[src/rtl/mem_arbiter.sv]
// mem_arbiter
// Shares one memory port between the instruction-fetch unit (if_*) and the
// load/store unit (ls_*). Requests are serialised onto a single level-held
// memory request, round-robin on contention. The winner gets a one-cycle done
// pulse with read data. A watchdog aborts a transaction whose acknowledge
// never arrives, and reports the abort through the winner's err flag.
//
// Ports
//   clk_i, rst_ni          clock (rising edge), asynchronous active-low reset
//   if_valid_i, if_addr_i  fetch request (level, held until if_done_o)
//   if_done_o              one-cycle fetch completion pulse
//   if_rdata_o, if_err_o   fetched word / timeout flag, held until next done
//   ls_valid_i, ls_we_i    load/store request (level), 1 = store
//   ls_addr_i, ls_wdata_i  load/store address and store data
//   ls_wstrb_i             store byte enables
//   ls_done_o              one-cycle load/store completion pulse
//   ls_rdata_o, ls_err_o   load data (0 for stores) / timeout flag
//   mem_req_o              memory request, held until ack or abort
//   mem_we_o .. mem_wstrb_o  registered copy of the granted request
//   mem_ack_i, mem_rdata_i one-cycle memory completion with read data
//   busy_o                 high whenever a transaction is in progress

module mem_arbiter #(
  parameter int ADDR_WIDTH = 32,
  parameter int DATA_WIDTH = 32,
  parameter int TIMEOUT    = 255
) (
  input  logic                    clk_i,
  input  logic                    rst_ni,
  input  logic                    if_valid_i,
  input  logic [ADDR_WIDTH-1:0]   if_addr_i,
  output logic                    if_done_o,
  output logic [DATA_WIDTH-1:0]   if_rdata_o,
  output logic                    if_err_o,
  input  logic                    ls_valid_i,
  input  logic                    ls_we_i,
  input  logic [ADDR_WIDTH-1:0]   ls_addr_i,
  input  logic [DATA_WIDTH-1:0]   ls_wdata_i,
  input  logic [DATA_WIDTH/8-1:0] ls_wstrb_i,
  output logic                    ls_done_o,
  output logic [DATA_WIDTH-1:0]   ls_rdata_o,
  output logic                    ls_err_o,
  output logic                    mem_req_o,
  output logic                    mem_we_o,
  output logic [ADDR_WIDTH-1:0]   mem_addr_o,
  output logic [DATA_WIDTH-1:0]   mem_wdata_o,
  output logic [DATA_WIDTH/8-1:0] mem_wstrb_o,
  input  logic                    mem_ack_i,
  input  logic [DATA_WIDTH-1:0]   mem_rdata_i,
  output logic                    busy_o
);

  localparam int STRB_W = DATA_WIDTH / 8;
  localparam int CNT_W  = $clog2(TIMEOUT + 1);
  // Watchdog value seen on the last permitted waiting cycle; the abort fires
  // on that edge so mem_req stays up for exactly TIMEOUT cycles.
  localparam logic [CNT_W-1:0] WDOG_LAST = CNT_W'(TIMEOUT - 1);

  typedef enum logic [1:0] {
    IDLE,
    WAIT_MEM,
    DONE
  } state_e;

  typedef enum logic {
    GRANT_IF = 1'b0,
    GRANT_LS = 1'b1
  } grant_e;

  state_e              state_q, state_d;
  // Holds the current winner while busy and doubles as last_grant in IDLE.
  grant_e              grant_q, grant_d;
  logic [CNT_W-1:0]    wdog_q, wdog_d;
  logic                mem_req_q, mem_req_d;
  logic                mem_we_q, mem_we_d;
  logic [ADDR_WIDTH-1:0] mem_addr_q, mem_addr_d;
  logic [DATA_WIDTH-1:0] mem_wdata_q, mem_wdata_d;
  logic [STRB_W-1:0]   mem_wstrb_q, mem_wstrb_d;
  logic                if_done_q, if_done_d;
  logic [DATA_WIDTH-1:0] if_rdata_q, if_rdata_d;
  logic                if_err_q, if_err_d;
  logic                ls_done_q, ls_done_d;
  logic [DATA_WIDTH-1:0] ls_rdata_q, ls_rdata_d;
  logic                ls_err_q, ls_err_d;

  always_ff @(posedge clk_i or negedge rst_ni) begin
    if (!rst_ni) begin
      state_q     <= IDLE;
      grant_q     <= GRANT_LS;
      wdog_q      <= '0;
      mem_req_q   <= 1'b0;
      mem_we_q    <= 1'b0;
      mem_addr_q  <= '0;
      mem_wdata_q <= '0;
      mem_wstrb_q <= '0;
      if_done_q   <= 1'b0;
      if_rdata_q  <= '0;
      if_err_q    <= 1'b0;
      ls_done_q   <= 1'b0;
      ls_rdata_q  <= '0;
      ls_err_q    <= 1'b0;
    end else begin
      state_q     <= state_d;
      grant_q     <= grant_d;
      wdog_q      <= wdog_d;
      mem_req_q   <= mem_req_d;
      mem_we_q    <= mem_we_d;
      mem_addr_q  <= mem_addr_d;
      mem_wdata_q <= mem_wdata_d;
      mem_wstrb_q <= mem_wstrb_d;
      if_done_q   <= if_done_d;
      if_rdata_q  <= if_rdata_d;
      if_err_q    <= if_err_d;
      ls_done_q   <= ls_done_d;
      ls_rdata_q  <= ls_rdata_d;
      ls_err_q    <= ls_err_d;
    end
  end

  always_comb begin
    state_d     = state_q;
    grant_d     = grant_q;
    wdog_d      = wdog_q;
    mem_req_d   = mem_req_q;
    mem_we_d    = mem_we_q;
    mem_addr_d  = mem_addr_q;
    mem_wdata_d = mem_wdata_q;
    mem_wstrb_d = mem_wstrb_q;
    if_done_d   = if_done_q;
    if_rdata_d  = if_rdata_q;
    if_err_d    = if_err_q;
    ls_done_d   = ls_done_q;
    ls_rdata_d  = ls_rdata_q;
    ls_err_d    = ls_err_q;

    case (state_q)
      IDLE: begin
        if (if_valid_i || ls_valid_i) begin
          // On a tie the requester that did not win last time goes first.
          if (if_valid_i && ls_valid_i) begin
            grant_d = (grant_q == GRANT_LS) ? GRANT_IF : GRANT_LS;
          end else if (if_valid_i) begin
            grant_d = GRANT_IF;
          end else begin
            grant_d = GRANT_LS;
          end
          if (grant_d == GRANT_IF) begin
            mem_we_d    = 1'b0;
            mem_addr_d  = if_addr_i;
            mem_wdata_d = '0;
            mem_wstrb_d = '0;
          end else begin
            mem_we_d    = ls_we_i;
            mem_addr_d  = ls_addr_i;
            mem_wdata_d = ls_wdata_i;
            mem_wstrb_d = ls_wstrb_i;
          end
          mem_req_d = 1'b1;
          wdog_d    = '0;
          state_d   = WAIT_MEM;
        end
      end
      WAIT_MEM: begin
        // A real acknowledge wins over an abort landing on the same edge.
        if (mem_ack_i) begin
          mem_req_d = 1'b0;
          state_d   = DONE;
          if (grant_q == GRANT_IF) begin
            if_rdata_d = mem_rdata_i;
            if_err_d   = 1'b0;
            if_done_d  = 1'b1;
          end else begin
            ls_rdata_d = mem_we_q ? '0 : mem_rdata_i;
            ls_err_d   = 1'b0;
            ls_done_d  = 1'b1;
          end
        end else if (wdog_q == WDOG_LAST) begin
          mem_req_d = 1'b0;
          state_d   = DONE;
          if (grant_q == GRANT_IF) begin
            if_rdata_d = '0;
            if_err_d   = 1'b1;
            if_done_d  = 1'b1;
          end else begin
            ls_rdata_d = '0;
            ls_err_d   = 1'b1;
            ls_done_d  = 1'b1;
          end
        end else begin
          wdog_d = wdog_q + CNT_W'(1);
        end
      end
      DONE: begin
        if_done_d = 1'b0;
        ls_done_d = 1'b0;
        state_d   = IDLE;
      end
      default: begin
        state_d = IDLE;
      end
    endcase
  end

  assign if_done_o   = if_done_q;
  assign if_rdata_o  = if_rdata_q;
  assign if_err_o    = if_err_q;
  assign ls_done_o   = ls_done_q;
  assign ls_rdata_o  = ls_rdata_q;
  assign ls_err_o    = ls_err_q;
  assign mem_req_o   = mem_req_q;
  assign mem_we_o    = mem_we_q;
  assign mem_addr_o  = mem_addr_q;
  assign mem_wdata_o = mem_wdata_q;
  assign mem_wstrb_o = mem_wstrb_q;
  assign busy_o      = (state_q != IDLE);

endmodule

[config.mk]
export PLATFORM = sky130hd
export DESIGN_NAME = mem_arbiter
export DESIGN_NICKNAME = d
export VERILOG_FILES = /design/src/rtl/mem_arbiter.sv
export SDC_FILE = /design/constraint.sdc
export NUM_CORES = 1
export LEC_CHECK = 0
export CORE_UTILIZATION = 40
export CTS_BUF_LIST = sky130_fd_sc_hd__clkbuf_4 sky130_fd_sc_hd__clkbuf_8 sky130_fd_sc_hd__clkbuf_16
export DETAILED_ROUTE_END_ITERATION = 16
export GPL_TIMING_DRIVEN = 0
export MAX_ROUTING_LAYER = met4
export PLACE_DENSITY = 0.76
export SYNTH_ARGS = -nofsm -noshare
export SYNTH_HDL_FRONTEND = slang
export SYNTH_SLANG_ARGS = --single-unit
[constraint.sdc]
create_clock -name clk_i -period 5.75 [get_ports clk_i]
set_clock_uncertainty 0.15 [all_clocks]
set_input_delay 1.15 -clock clk_i [delete_from_list [all_inputs] [get_ports clk_i]]
set_output_delay 1.15 -clock clk_i [all_outputs]
set_load 0.05 [all_outputs]
==> summary.txt <==
Die
  – Die height: 130 um
  – Row count: 46
  – I/O pins: 277
  – Initial Util: 41.1%
  – Core ar.: 0.0159 sq mm
  – Die area: 0.0169 sq mm
  – Chip width: 130 um

Logic synthesis
  – Synth async-reset ratio: 100%
  – Register bit total from synthesis: 149
  – Yosys warnings: 0
  – Post-Synthesis Cells: 570
  – Mux cell area share after synthesis: 10.2%
  – XOR/XNOR share of the synthesized area: 0%
  – Mapped Nets: 713
  – Syn Area/Cell: 11.5 sq um
  – Post-Synth Simple-Gate Area: 7.38%
  – Distinct cells, synth: 41
  – Synth Cell Area: 0.00655 sq mm
  – Post-synth EDFFs: 0
  – Largest family of logic cells by synthesized area: compound AO/OA/AOI/OAI gates
  – Adder-Cell Fraction of Synth Area: 0.956%
  – Main flop type after synthesis: dfrtp_1
  – Post-synthesis compound-gate area fraction: 18.7%
  – Seq/Total Area, Yosys: 57.0%

Critical path
  – Worst setup EP type: output pin
  – Critical Path AT: 2030 ps
  – CP Class: register to output pin
  – R2r setup slk: 3380 ps
  – Crit Path Max Fanout: 4
  – Worst EP required: 4450 ps
  – Worst setup SP type: register

Clock network
  – TritonCTS clock tree: yes
  – Hold buffers post-CTS: 0
  – Maximum clock path buffer count: 2
  – Clock Latency Late Sink: 410 ps
  – CTS resizes: 0
  – Clk slew on worst S/H paths: 60 ps
  – Clock root buffer: clkbuf_16
  – Clock sink count: 149
  – Setup repair bufs after CTS: 0
  – CTS buffer count: 17
  – # H-tree levels: 4

Power and ir drop
  – Power Dens Cells: 668 mW/mm^2
  – Overall power: 6.77 mW
  – Leakage power: 4.42 nW
  – Peak VDD IR: 0.347 mV

GRT
  – Vias in the first global route: 5359
  – Pin count of the biggest net entering global routing: 81
  – Global-route wire length before repair: 29000 um
  – GRT Total Usage: 23.6%
  – Grt total ovfl: 0
  – Initial antenna violation count: 0

Placement
  – Port bufs: 276
  – RD Place Congestion: 0.849
  – HPWL Detailed: 14300 um
  – Inst Count DP: 1063

Drt
  – Final ANT Viol Nets: 0
  – Vias: 5457
  – Initial DRC Count: 342
  – Max Used Layer: met4
  – Post-route DRC: 0
  – DR WL met3: 770 um
  – Pre-Repair DR Iteration Count: 4
  – Total Routed Length: 19300 um
  – Routed wire per std cell: 17.6 um
  – Met2 WL: 9400 um
  – Routed vias/inst: 4.98
  – Met1 Wirelength: 8380 um

Timing
  – Fin crit period: 3330 ps
  – Highest Clock Rate: 301 MHz
  – Final hold viol count: 0
  – RSZ-0062 raised after global routing: no
  – Worst Max-Slew Pin Slew: 769 ps
  – Slew headroom: 48.7%
  – Max Slew Vio Count: 0
  – Final Setup Violations: 0
  – Final Cycle Share: 57.8%

Final layout
  – Final cell count without fillers: 1095
  – Fill cells: 1307
  – Fraction of layout cells with a size suffix above 1: 9.67%
  – # diodes: 0
  – Multi-input logic area: 0.00244 sq mm
  – Layout Area Growth over Synthesis: 55.0%
  – Nets: 1009
  – Sequential cell area: 0.00373 sq mm

Flow run
  – Max-cap viol count: 0

Status
  – Outcome: finished clean

Hold path
  – Hold Path Class: register to register
cell families after synthesis:
logic type,count (synthesis)
flip-flops,149
AND/OR/NAND/NOR,107
AO/OA/AOI/OAI,159
adder cells (fa/ha/maj),5
buffers and inverters,83
multiplexers,67
synth_stat cells, types with 2 or more instances:
library cell / n / area share, %
o21ai_0: 31 / 2.4
nand3_1: 6 / 0.46
o31ai_1: 3 / 0.34
o21ai_1: 42 / 3.2
nor2_1: 6 / 0.34
buf_2: 9 / 0.69
a21oi_1: 3 / 0.23
a31oi_1: 2 / 0.19
clkbuf_1: 21 / 1.2
nand2_1: 74 / 4.2
or2_1: 3 / 0.29
a221o_1: 2 / 0.31
inv_1: 40 / 2.3
dfrtp_1: 148 / 57
o311ai_1: 2 / 0.27
ha_1: 5 / 0.96
nor2b_1: 3 / 0.29
buf_6: 7 / 1.2
a22o_1: 38 / 5.1
buf_1: 5 / 0.29
o31ai_2: 29 / 5.5
o211ai_1: 2 / 0.23
mux2i_1: 67 / 10
nand4_1: 2 / 0.19
nor3_1: 3 / 0.23
and2_1: 2 / 0.19
final cells by class:
class / instances / share of cell area, %
Buffer: 42 / 2.18
Clock buffer: 20 / 4.48
Clock inverter: 12 / 0.814
Inverter: 41 / 1.52
Multi-Input combinational cell: 338 / 24.1
Sequential cell: 149 / 36.8
Tap cell: 216 / 2.66
Timing Repair Buffer: 277 / 27.5
sequential cells by signal, summed over array words and instances, names as in the netlist, 2 cells and up:
signal	count
wdog_q	8
mem_wstrb_o	4
if_rdata_o	32
mem_addr_o	32
mem_wdata_o	32
state_q	2
ls_rdata_o	32
placed cells by master (no fill, tap or decap), types with 9 or more instances in the layout:
| master | instances |
|---|---|
| mux2i_1 | 67 |
| clkdlybuf4s50_1 | 275 |
| clkbuf_1 | 21 |
| buf_2 | 9 |
| a22o_1 | 38 |
| dfrtp_1 | 148 |
| inv_1 | 40 |
| o21ai_0 | 31 |
| clkbuf_16 | 17 |
| o21ai_1 | 42 |
| nand2_1 | 74 |
| o31ai_2 | 29 |
stage by stage:
step	util (%)	instance area, sq um	hold WS, ps	TNS (ps)	setup WS (ps)
finish	63.6	10100	331	0	2420
global route	63.6	10100	359	0	2360
global placement	60.1	9580	316	-413490	-2800
floorplan	-	6550	336	0	3300
detailed placement	60.3	9610	326	0	2350
CTS	63.6	10100	339	0	2390
routing by layer:
layer	track usage, %	vias up
met5	-	-
met4	11.4	0
met3	4.39	42
met2	35.9	163
met1	30.6	2656
li1	-	2596
worst max-delay path, cell delays in order, from the launching register on:
cell and delay (ps):
dfrtp_1 370, inv_1 70, ha_1 240, inv_1 90
clkdlybuf4s50_1 840
path summary, 6_finish.rpt:
| path | to | startpoint | depth (start not counted) |
|---|---|---|---|
| hold reg to reg | mem_addr_o[27] | mem_addr_o[27] | 2 |
| min in group asynchronous | if_rdata_o[10] | rst_ni | 1 |
| setup reg to reg | if_rdata_o[9] | state_q[1] | 7 |
| setup / recovery | busy_o | state_q[0] | 4 |
| hold / removal | mem_addr_o[27] | mem_addr_o[27] | 2 |
| max in group asynchronous | mem_wdata_o[0] | rst_ni | 2 |
report_power, final:
part           switching [mW]  internal [mW]  total [mW]
Combinational            2.64           1.32        3.96
Sequential              0.272           1.53        1.81
Clock                   0.438          0.570        1.01
Total                    3.35           3.43        6.77
Note: power is estimated with default switching activity, not from simulation.
